===== config.mk =====
export PLATFORM = sky130hd
export DESIGN_NAME = clip_scheduler
export DESIGN_NICKNAME = d
export VERILOG_FILES = /design/src/rtl/clip_scheduler.sv
export SDC_FILE = /design/constraint.sdc
export NUM_CORES = 1
export LEC_CHECK = 0
export BUFFER_PORTS_ARGS = -buffer_cell sky130_fd_sc_hd__clkbuf_2
export CAP_MARGIN = 20
export CORE_UTILIZATION = 45
export CTS_BUF_LIST = sky130_fd_sc_hd__clkbuf_4 sky130_fd_sc_hd__clkbuf_8 sky130_fd_sc_hd__clkbuf_16
export DETAILED_ROUTE_END_ITERATION = 12
export PLACE_DENSITY = 0.89
export SLEW_MARGIN = 20
export SYNTH_ARGS = -nofsm -noshare
export SYNTH_HDL_FRONTEND = slang
export SYNTH_SLANG_ARGS = --single-unit

===== constraint.sdc =====
create_clock -name clk -period 3.3 [get_ports clk]
set_input_delay 0.66 -clock clk [delete_from_list [all_inputs] [get_ports clk]]
set_output_delay 0.66 -clock clk [all_outputs]
set_load 0.01 [all_outputs]

===== src/rtl/clip_scheduler.sv =====
// clip_scheduler: round-robin sharing of one clip stage (>>SHIFT, clamp 0..255) among NUM_REQ lanes for one frame.
// Optional clamp statistics (stat_clear/stat_neg_cnt/stat_sat_cnt) are built when CLIP_STATS_EN is defined.
module clip_scheduler #(
  parameter int NUM_REQ = 4,
  parameter int IN_W    = 20,
  parameter int SHIFT   = 7,
  parameter int CNT_W   = 20,
  localparam int SRC_W  = (NUM_REQ > 1) ? $clog2(NUM_REQ) : 1
) (
  input  logic                    clk,
  input  logic                    rst,
  input  logic                    start,
  input  logic [CNT_W-1:0]        frame_pixels,
  output logic                    busy,
  output logic                    done,
  input  logic [NUM_REQ-1:0]      req_valid,
  input  logic [NUM_REQ*IN_W-1:0] req_data,
  output logic [NUM_REQ-1:0]      req_ready,
  output logic                    out_valid,
  input  logic                    out_ready,
  output logic [7:0]              out_pixel,
  output logic [SRC_W-1:0]        out_src,
  output logic                    out_last
`ifdef CLIP_STATS_EN
  ,
  input  logic                    stat_clear,
  output logic [15:0]             stat_neg_cnt,
  output logic [15:0]             stat_sat_cnt
`endif
);

  typedef enum logic [1:0] {
    ST_IDLE  = 2'd0,
    ST_RUN   = 2'd1,
    ST_DRAIN = 2'd2
  } state_t;

  state_t             state_r;
  state_t             state_next_s;
  logic [CNT_W-1:0]   remaining_r;
  logic [SRC_W-1:0]   rr_ptr_r;
  logic [SRC_W-1:0]   ptr_next_s;
  logic               grant_found_s;
  logic [SRC_W-1:0]   grant_idx_s;
  logic [IN_W-1:0]    grant_data_s;
  logic [SRC_W:0]     cand_s;
  logic [SRC_W-1:0]   cand_idx_s;
  logic               can_load_s;
  logic               accept_s;
  logic               out_hs_s;
  logic               zero_start_s;
  logic               frame_start_s;
  logic               frame_end_s;
  logic [NUM_REQ-1:0] req_ready_s;
  logic               busy_r;
  logic               done_r;
  logic               out_valid_r;
  logic [7:0]         out_pixel_r;
  logic [SRC_W-1:0]   out_src_r;
  logic               out_last_r;

  // Negative inputs clamp to 0; anything whose shifted value exceeds 255 saturates.
  function automatic logic [7:0] clip_pixel(input logic [IN_W-1:0] x);
    logic [IN_W-1:0] s;
    s = x >> SHIFT;
    if (x[IN_W-1]) begin
      clip_pixel = 8'd0;
    end else if (s > IN_W'(255)) begin
      clip_pixel = 8'hFF;
    end else begin
      clip_pixel = s[7:0];
    end
  endfunction

`ifdef CLIP_STATS_EN
  function automatic logic clip_is_neg(input logic [IN_W-1:0] x);
    clip_is_neg = x[IN_W-1];
  endfunction

  function automatic logic clip_is_sat(input logic [IN_W-1:0] x);
    clip_is_sat = !x[IN_W-1] && ((x >> SHIFT) > IN_W'(255));
  endfunction
`endif

  // Round-robin search for the first valid lane at or after the pointer, plus the winner's data.
  always_comb begin
    grant_found_s = 1'b0;
    grant_idx_s   = {SRC_W{1'b0}};
    cand_s        = {(SRC_W+1){1'b0}};
    cand_idx_s    = {SRC_W{1'b0}};
    grant_data_s  = {IN_W{1'b0}};
    for (int k = 0; k < NUM_REQ; k++) begin
      cand_s = {1'b0, rr_ptr_r} + (SRC_W+1)'(k);
      if (cand_s >= (SRC_W+1)'(NUM_REQ)) begin
        cand_s = cand_s - (SRC_W+1)'(NUM_REQ);
      end else begin
        cand_s = cand_s;
      end
      cand_idx_s = cand_s[SRC_W-1:0];
      if (!grant_found_s && req_valid[cand_idx_s]) begin
        grant_found_s = 1'b1;
        grant_idx_s   = cand_idx_s;
      end else begin
        grant_found_s = grant_found_s;
      end
    end
    for (int i = 0; i < NUM_REQ; i++) begin
      if (grant_idx_s == SRC_W'(i)) begin
        grant_data_s = req_data[i*IN_W +: IN_W];
      end else begin
        grant_data_s = grant_data_s;
      end
    end
    if (grant_idx_s == SRC_W'(NUM_REQ - 1)) begin
      ptr_next_s = {SRC_W{1'b0}};
    end else begin
      ptr_next_s = grant_idx_s + SRC_W'(1);
    end
  end

  // FSM state register.
  always_ff @(posedge clk) begin
    if (rst) begin
      state_r <= ST_IDLE;
    end else begin
      state_r <= state_next_s;
    end
  end

  // FSM next-state logic.
  always_comb begin
    state_next_s = state_r;
    case (state_r)
      ST_IDLE: begin
        if (frame_start_s) begin
          state_next_s = ST_RUN;
        end else begin
          state_next_s = ST_IDLE;
        end
      end
      ST_RUN: begin
        if (accept_s && (remaining_r == CNT_W'(1))) begin
          state_next_s = ST_DRAIN;
        end else begin
          state_next_s = ST_RUN;
        end
      end
      ST_DRAIN: begin
        if (frame_end_s) begin
          state_next_s = ST_IDLE;
        end else begin
          state_next_s = ST_DRAIN;
        end
      end
      default: state_next_s = ST_IDLE;
    endcase
  end

  // FSM output logic: the grant only fires when the output register is free or emptying this cycle.
  always_comb begin
    can_load_s    = !out_valid_r || out_ready;
    out_hs_s      = out_valid_r && out_ready;
    zero_start_s  = (state_r == ST_IDLE) && start && (frame_pixels == {CNT_W{1'b0}});
    frame_start_s = (state_r == ST_IDLE) && start && (frame_pixels != {CNT_W{1'b0}});
    frame_end_s   = (state_r == ST_DRAIN) && out_hs_s && out_last_r;
    req_ready_s   = {NUM_REQ{1'b0}};
    if ((state_r == ST_RUN) && grant_found_s && can_load_s) begin
      accept_s                 = 1'b1;
      req_ready_s[grant_idx_s] = 1'b1;
    end else begin
      accept_s = 1'b0;
    end
  end

  // Output pixel register, frame counter, round-robin pointer and status flags.
  always_ff @(posedge clk) begin
    if (rst) begin
      remaining_r <= {CNT_W{1'b0}};
      rr_ptr_r    <= {SRC_W{1'b0}};
      out_valid_r <= 1'b0;
      out_pixel_r <= 8'd0;
      out_src_r   <= {SRC_W{1'b0}};
      out_last_r  <= 1'b0;
      busy_r      <= 1'b0;
      done_r      <= 1'b0;
    end else begin
      if (accept_s) begin
        out_pixel_r <= clip_pixel(grant_data_s);
        out_src_r   <= grant_idx_s;
        out_last_r  <= (remaining_r == CNT_W'(1));
        out_valid_r <= 1'b1;
        rr_ptr_r    <= ptr_next_s;
        remaining_r <= remaining_r - CNT_W'(1);
      end else if (frame_start_s) begin
        remaining_r <= frame_pixels;
      end else if (out_hs_s) begin
        out_valid_r <= 1'b0;
      end else begin
        out_valid_r <= out_valid_r;
      end
      busy_r <= (state_next_s != ST_IDLE);
      done_r <= zero_start_s || frame_end_s;
    end
  end

`ifdef CLIP_STATS_EN
  logic [15:0] stat_neg_r;
  logic [15:0] stat_sat_r;

  // Saturating clamp counters; they survive across frames and are zeroed only by reset or stat_clear.
  always_ff @(posedge clk) begin
    if (rst || stat_clear) begin
      stat_neg_r <= 16'd0;
      stat_sat_r <= 16'd0;
    end else begin
      if (accept_s && clip_is_neg(grant_data_s) && (stat_neg_r != 16'hFFFF)) begin
        stat_neg_r <= stat_neg_r + 16'd1;
      end else begin
        stat_neg_r <= stat_neg_r;
      end
      if (accept_s && clip_is_sat(grant_data_s) && (stat_sat_r != 16'hFFFF)) begin
        stat_sat_r <= stat_sat_r + 16'd1;
      end else begin
        stat_sat_r <= stat_sat_r;
      end
    end
  end

  assign stat_neg_cnt = stat_neg_r;
  assign stat_sat_cnt = stat_sat_r;
`endif

  assign busy      = busy_r;
  assign done      = done_r;
  assign req_ready = req_ready_s;
  assign out_valid = out_valid_r;
  assign out_pixel = out_pixel_r;
  assign out_src   = out_src_r;
  assign out_last  = out_last_r;

endmodule


---- Word level (Yosys, flattened, before mapping) ----
Index checks and enable logic that the tools add are counted.
word-level totals
  output and inout port bits .............. 18
  bits in registers ....................... 38
  input bits .............................. 108
operators by class
  muxes and demuxes ....................... 40
  $add $sub $neg .......................... 9
  equal/unequal tests ..................... 7
  reduce and logical (&&, ||, !) cells .... 27
  magnitude comparators ................... 11
operators with widths
  cell                     count
  $mux W20                 6
  $mux W2                  11
  $eq A20 B1 Y1 const B    1
  $logic_not A20 Y1        1
  $reduce_bool A20 Y1      1
  $sub A20 B1 Y20 const B  1
  $mux W8                  2
  $lt A2 B3 Y1 const B     5
  $mux W1                  14
  $gt A13 B8 Y1 const B    1
  $logic_and A1 B1 Y1      13
  $ge A3 B3 Y1 const B     3
  $bmux W1 S2              4
  $sub A2 B1 Y2 const B    4
  $add A2 B2 Y3 const B    2
  $eq A2 B2 Y1 const B     3
  $pmux W2 S3              1
  $reduce_bool A2 Y1       3
  $eq A2 B1 Y1 const B     2
  $logic_not A1 Y1         4
  $logic_not A2 Y1         2
  $mux W4                  1
  $add A2 B1 Y3 const B    1
  $ge A2 B3 Y1 const B     1
  6 further kinds          7

---- Depth between registers and ports, before layout ----
  word-level depth ........................ 22
  depth in mapped cells ................... 12

---- Least setup slack after synthesis ----
OpenSTA, ideal clock, no wires.
  path type ............................... input -> output
  start ................................... input port req_valid[2]
  end ..................................... output port req_ready[3]
  arrival ................................. 2249 ps
  data required time ...................... 2640 ps
  path buffers ............................ 2
  stages .................................. 8
  slack ................................... 391 ps
  path through ............................ inv_1 o22ai_1 a221oi_1 and2_1 ha_1 buf_1 clkbuf_1 and2_1
on the way
  longest elaborated chain between the ends .. 17
  elaborated cells between the ends (all ways) .. 30
  classes of those cells .................. 2 x order compare; 19 x mux; 9 x reduce/logical
ends and longest elaborated chain
  element                                                             line  RTL
  from (decl)                                                         16    input logic [NUM_REQ-1:0] req_valid,
  $bmux W1 S2                                                         100   if (!grant_found_s && req_valid[cand_idx_s]) begin
  $mux W1 (implied by the code)                                       100
  $mux W1                                                             100
  $logic_not A1 Y1                                                    100
  $logic_and A1 B1 Y1                                                 100
  $mux W1                                                             100
  $logic_not A1 Y1                                                    100
  $logic_and A1 B1 Y1                                                 100
  (+2 left out)                                                       n/a
  $logic_and A1 B1 Y1                                                 100
  $mux W2 *                                                           100
  via grant_idx_s[0]                                                  44    logic [SRC_W-1:0] grant_idx_s;
  $lt A2 B3 Y1 (implied by the code) or $ge A2 B1 Y1 (tied branches)  169   req_ready_s[grant_idx_s] = 1'b1;
  $logic_and A1 B1 Y1 (implied by the code)                           169
  $mux W1 (implied by the code)                                       169
  $demux W1 S2 *                                                      169
  $mux W4 *                                                           167   if ((state_r == ST_RUN) && grant_found_s && can_load_s) begin
  to (decl)                                                           18    output logic [NUM_REQ-1:0] req_ready,
The timed path passes the listed nets; every way through them passes the cells marked *. The select of a mux whose other input is x is not followed.

---- Worst setup path in the final report ----
  start ................................... input port req_valid[0]
  end ..................................... output port req_ready[3]
on the way
  longest elaborated chain between the ends .. 17
  elaborated cells between the ends (all ways) .. 30
  classes of those cells .................. 2 x order compare; 19 x mux; 9 x reduce/logical
ends and longest elaborated chain
  element                                                             line
  $bmux W1 S2                                                         100
  $mux W1 (implied by the code)                                       100
  $mux W1                                                             100
  $logic_not A1 Y1                                                    100
  $logic_and A1 B1 Y1                                                 100
  $mux W1                                                             100
  $logic_not A1 Y1                                                    100
  $logic_and A1 B1 Y1                                                 100
  $mux W1                                                             100
  $logic_not A1 Y1                                                    100
  $logic_and A1 B1 Y1                                                 100
  $mux W2                                                             100
  $lt A2 B3 Y1 (implied by the code) or $ge A2 B1 Y1 (tied branches)  169
  $logic_and A1 B1 Y1 (implied by the code)                           169
  $mux W1 (implied by the code)                                       169
  $demux W1 S2                                                        169
  $mux W4 *                                                           167
Mark *: on every way between the ends. The rest lies on a longest branch, timed or not. The select of a mux whose other input is x is not followed.

==> impl_metrics.json <==
{
  "synth.top_cell.area_share_pct": 31.5,
  "layout.nets": 518,
  "post_drt_wl_per_cell_microns": 14.2,
  "worst_ep_required_time_ns": 2.64,
  "rsz0062_at_grt": "no",
  "whs_ns": 0.471,
  "synth_area_leaders": "dfxtp_1 32%, a221oi_1 9.4%, nand2_1 5.1%",
  "groute.usage.overall_pct": 25.0,
  "clkSlewWorstSetupHoldPaths_ns": 0.07,
  "vias": 2793,
  "cts_sinks": 38,
  "regArea_sq_um": 761,
  "cts_root_buf": "clkbuf_8",
  "critical_path_class": "in2out",
  "grt_pass1_wl_mm": 11.0,
  "cts_resized": 0,
  "postCtsSetupBuffers": 0,
  "fin_cells": 473,
  "grt_antenna_before_repair": 0,
  "max-cap-violations": 0,
  "initial_core_util_pct": 47.0,
  "skew_ns": 0.0110,
  "grt_overflow": 0,
  "drive_gt1_share_pct": 30.0,
  "slowest_delay_ns": 0.81,
  "syn_avg_cell_area_sq_um": 7.84,
  "status": "finished, final reports clean",
  "endpoint_kind": "primary output",
  "syn_nets": 422,
  "drt_pass1_iterations": 5,
  "clk_path_buf_depth": 2,
  "cts_made_buffers": 5,
  "min_path_type": "reg2reg",
  "multi_input_area_sq_um": 1530,
  "synth_area_sq_um": 2410,
  "cts_tree": "yes",
  "drt-initial-drc-count": 214,
  "crit_chain": "clkbuf_2 > nor4_1 > nor3_2 > and2_1 > clkbuf_2",
  "setup_tns_ns": 0,
  "crit_path_frequent_cell": "clkbuf_2",
  "clkLatencyLatePin_ns": 0.29,
  "synth_cells": 308,
  "slew_headroom_pct": 35.8,
  "fill_cells": 498,
  "drc": 0,
  "drt-total-wl_mm": 6.72,
  "maxSlewViolCount": 0,
  "io_buffers": 97,
  "synthToLayoutAreaGrowth_pct": 27.7,
  "total_leakage_power_nw": 1.29,
  "crit_fanout": 14,
  "dp_hpwl_mm": 5.00,
  "cp_slowest_cell": "nor4_1",
  "die-area_sq_um": 5660,
  "synth_warnings": 0,
  "synth_edf_count": 0,
  "grt_pass1_vias": 2520,
  "setup_viol": 0,
  "yosysSeqAreaShare_pct": 31.5,
  "vias_per_cell": 5.90,
  "power_density_nw_per_um2": 430,
  "synthFlopType": "dfxtp_1",
  "row_count": 26,
  "worst_pin_slew_ns": 0.948,
  "die_w_microns": 75.2,
  "cp.arrival_ns": 2.28,
  "synth_top_cell_by_area": "dfxtp_1",
  "die_h_microns": 75.2,
  "finalHoldViolCount": 0,
  "async_reset_ff_share_pct": 0,
  "final_common_cell": "clkbuf_2",
  "ir_drop_uv": 209,
  "place_inst": 467,
  "num_antenna_cells": 0,
  "ant_nets": 0,
  "hold_buffers": 0,
  "top_level_ports": 126,
  "ys_ff_latch": 38,
  "finalWeightedCongestion": 0.845,
  "cts-htree-levels": 2,
  "yosysUniqueCellTypes": 49,
  "grt_max_degree": 38,
  "fmaxAchievable_ghz": 0.340,
  "core-area_sq_um": 5140,
  "final_cell_mix": "97 x clkbuf_2, 38 x dfxtp_1, 33 x nand2_1",
  "min_period_ns": 2.94,
  "fin_crit_sh_pct": 89.2,
  "start_kind": "input pin"
}
==> worst max-delay path: cells and delay by family <==
family,cells,cell delay (ns)
buf+inv,2,0.24
simple gates,3,1.38
==> where the power goes <==
part,internal [W],switching [W]
registers,0.000504,0.0000445
clock network,0.000161,0.000154
logic,0.000217,0.000246
==> cell type report <==
type | count | area share [%]
multi-input cells | 237 | 49.7
flip-flops and latches | 38 | 24.7
repair buffers | 108 | 18.4
well taps | 70 | 2.84
clock buffers | 6 | 2.68
inverters | 14 | 1.71
==> state kept, by name, indices dropped and copies added (netlist names) <==
register,flops
rr_ptr_r,2
remaining_r,20
out_src,2
done,1
state_r,2
out_valid,1
out_pixel,8
out_last,1
busy,1
==> synthesized netlist by cell type (all sizes together) (2+ instances only) <==
library cell,n
nor3b,2
nor2,10
nand2b,5
mux2i,3
o22a,2
inv,14
nor3,12
or4,8
a21oi,21
a221oi,26
o311ai,5
o211ai,6
nor4,8
o21ai,6
nand2,33
clkbuf,15
a2bb2oi,2
buf,4
a211oi,2
a31oi,11
ha,6
o22ai,3
or3,14
nand3,14
and2,8
o32a,2
o31a,2
nor2b,12
dfxtp,38
==> routing by layer <==
metal / part of all wire [%] / wire length (microns) / global-route usage [%]
met2: 47 / 3150 / 40.4
met3: 5.0 / 338 / 5.49
met4: 2.7 / 184 / 11.3
met1: 45 / 3040 / 32.0
met5: 0 / 0 / 0
==> path summary, 6_finish.rpt <==
check             cells after the start          from           end  slack [ns]
setup reg to reg                      9   rr_ptr_r[0]  out_pixel[2]        0.48
hold / removal                        2    out_src[0]    out_src[0]        0.47
setup / recovery                      5  req_valid[0]  req_ready[3]        0.36
hold reg to reg                       2    out_src[0]    out_src[0]        0.47
==> kinds of logic (layout without fill, tap and decap cells) <==
family / Yosys count / after routing / share of synthesized area [%]
AO/OA/AOI/OAI: 96 / 96 / 28.9
AND/OR/NAND/NOR: 131 / 131 / 29.5
buffers and inverters: 33 / 128 / 5.29
flip-flops: 38 / 38 / 31.5
multiplexers: 4 / 4 / 1.71
adder cells (fa/ha/maj): 6 / 6 / 3.11
==> per-stage QoR <==
step	setup slack (ns)	util [%]	instance area, sq um	total power [W]
global route	0.127	60.0	3080	0.00142
finish	0.357	60.0	3080	0.00133
detailed placement	0.108	58.3	3000	0.00101
global placement	0.169	58.3	3000	0.000999
CTS	0.363	60.0	3080	0.00133
floorplan	0.391	-	2410	0.000855
Power figures use the tool's default switching activity.
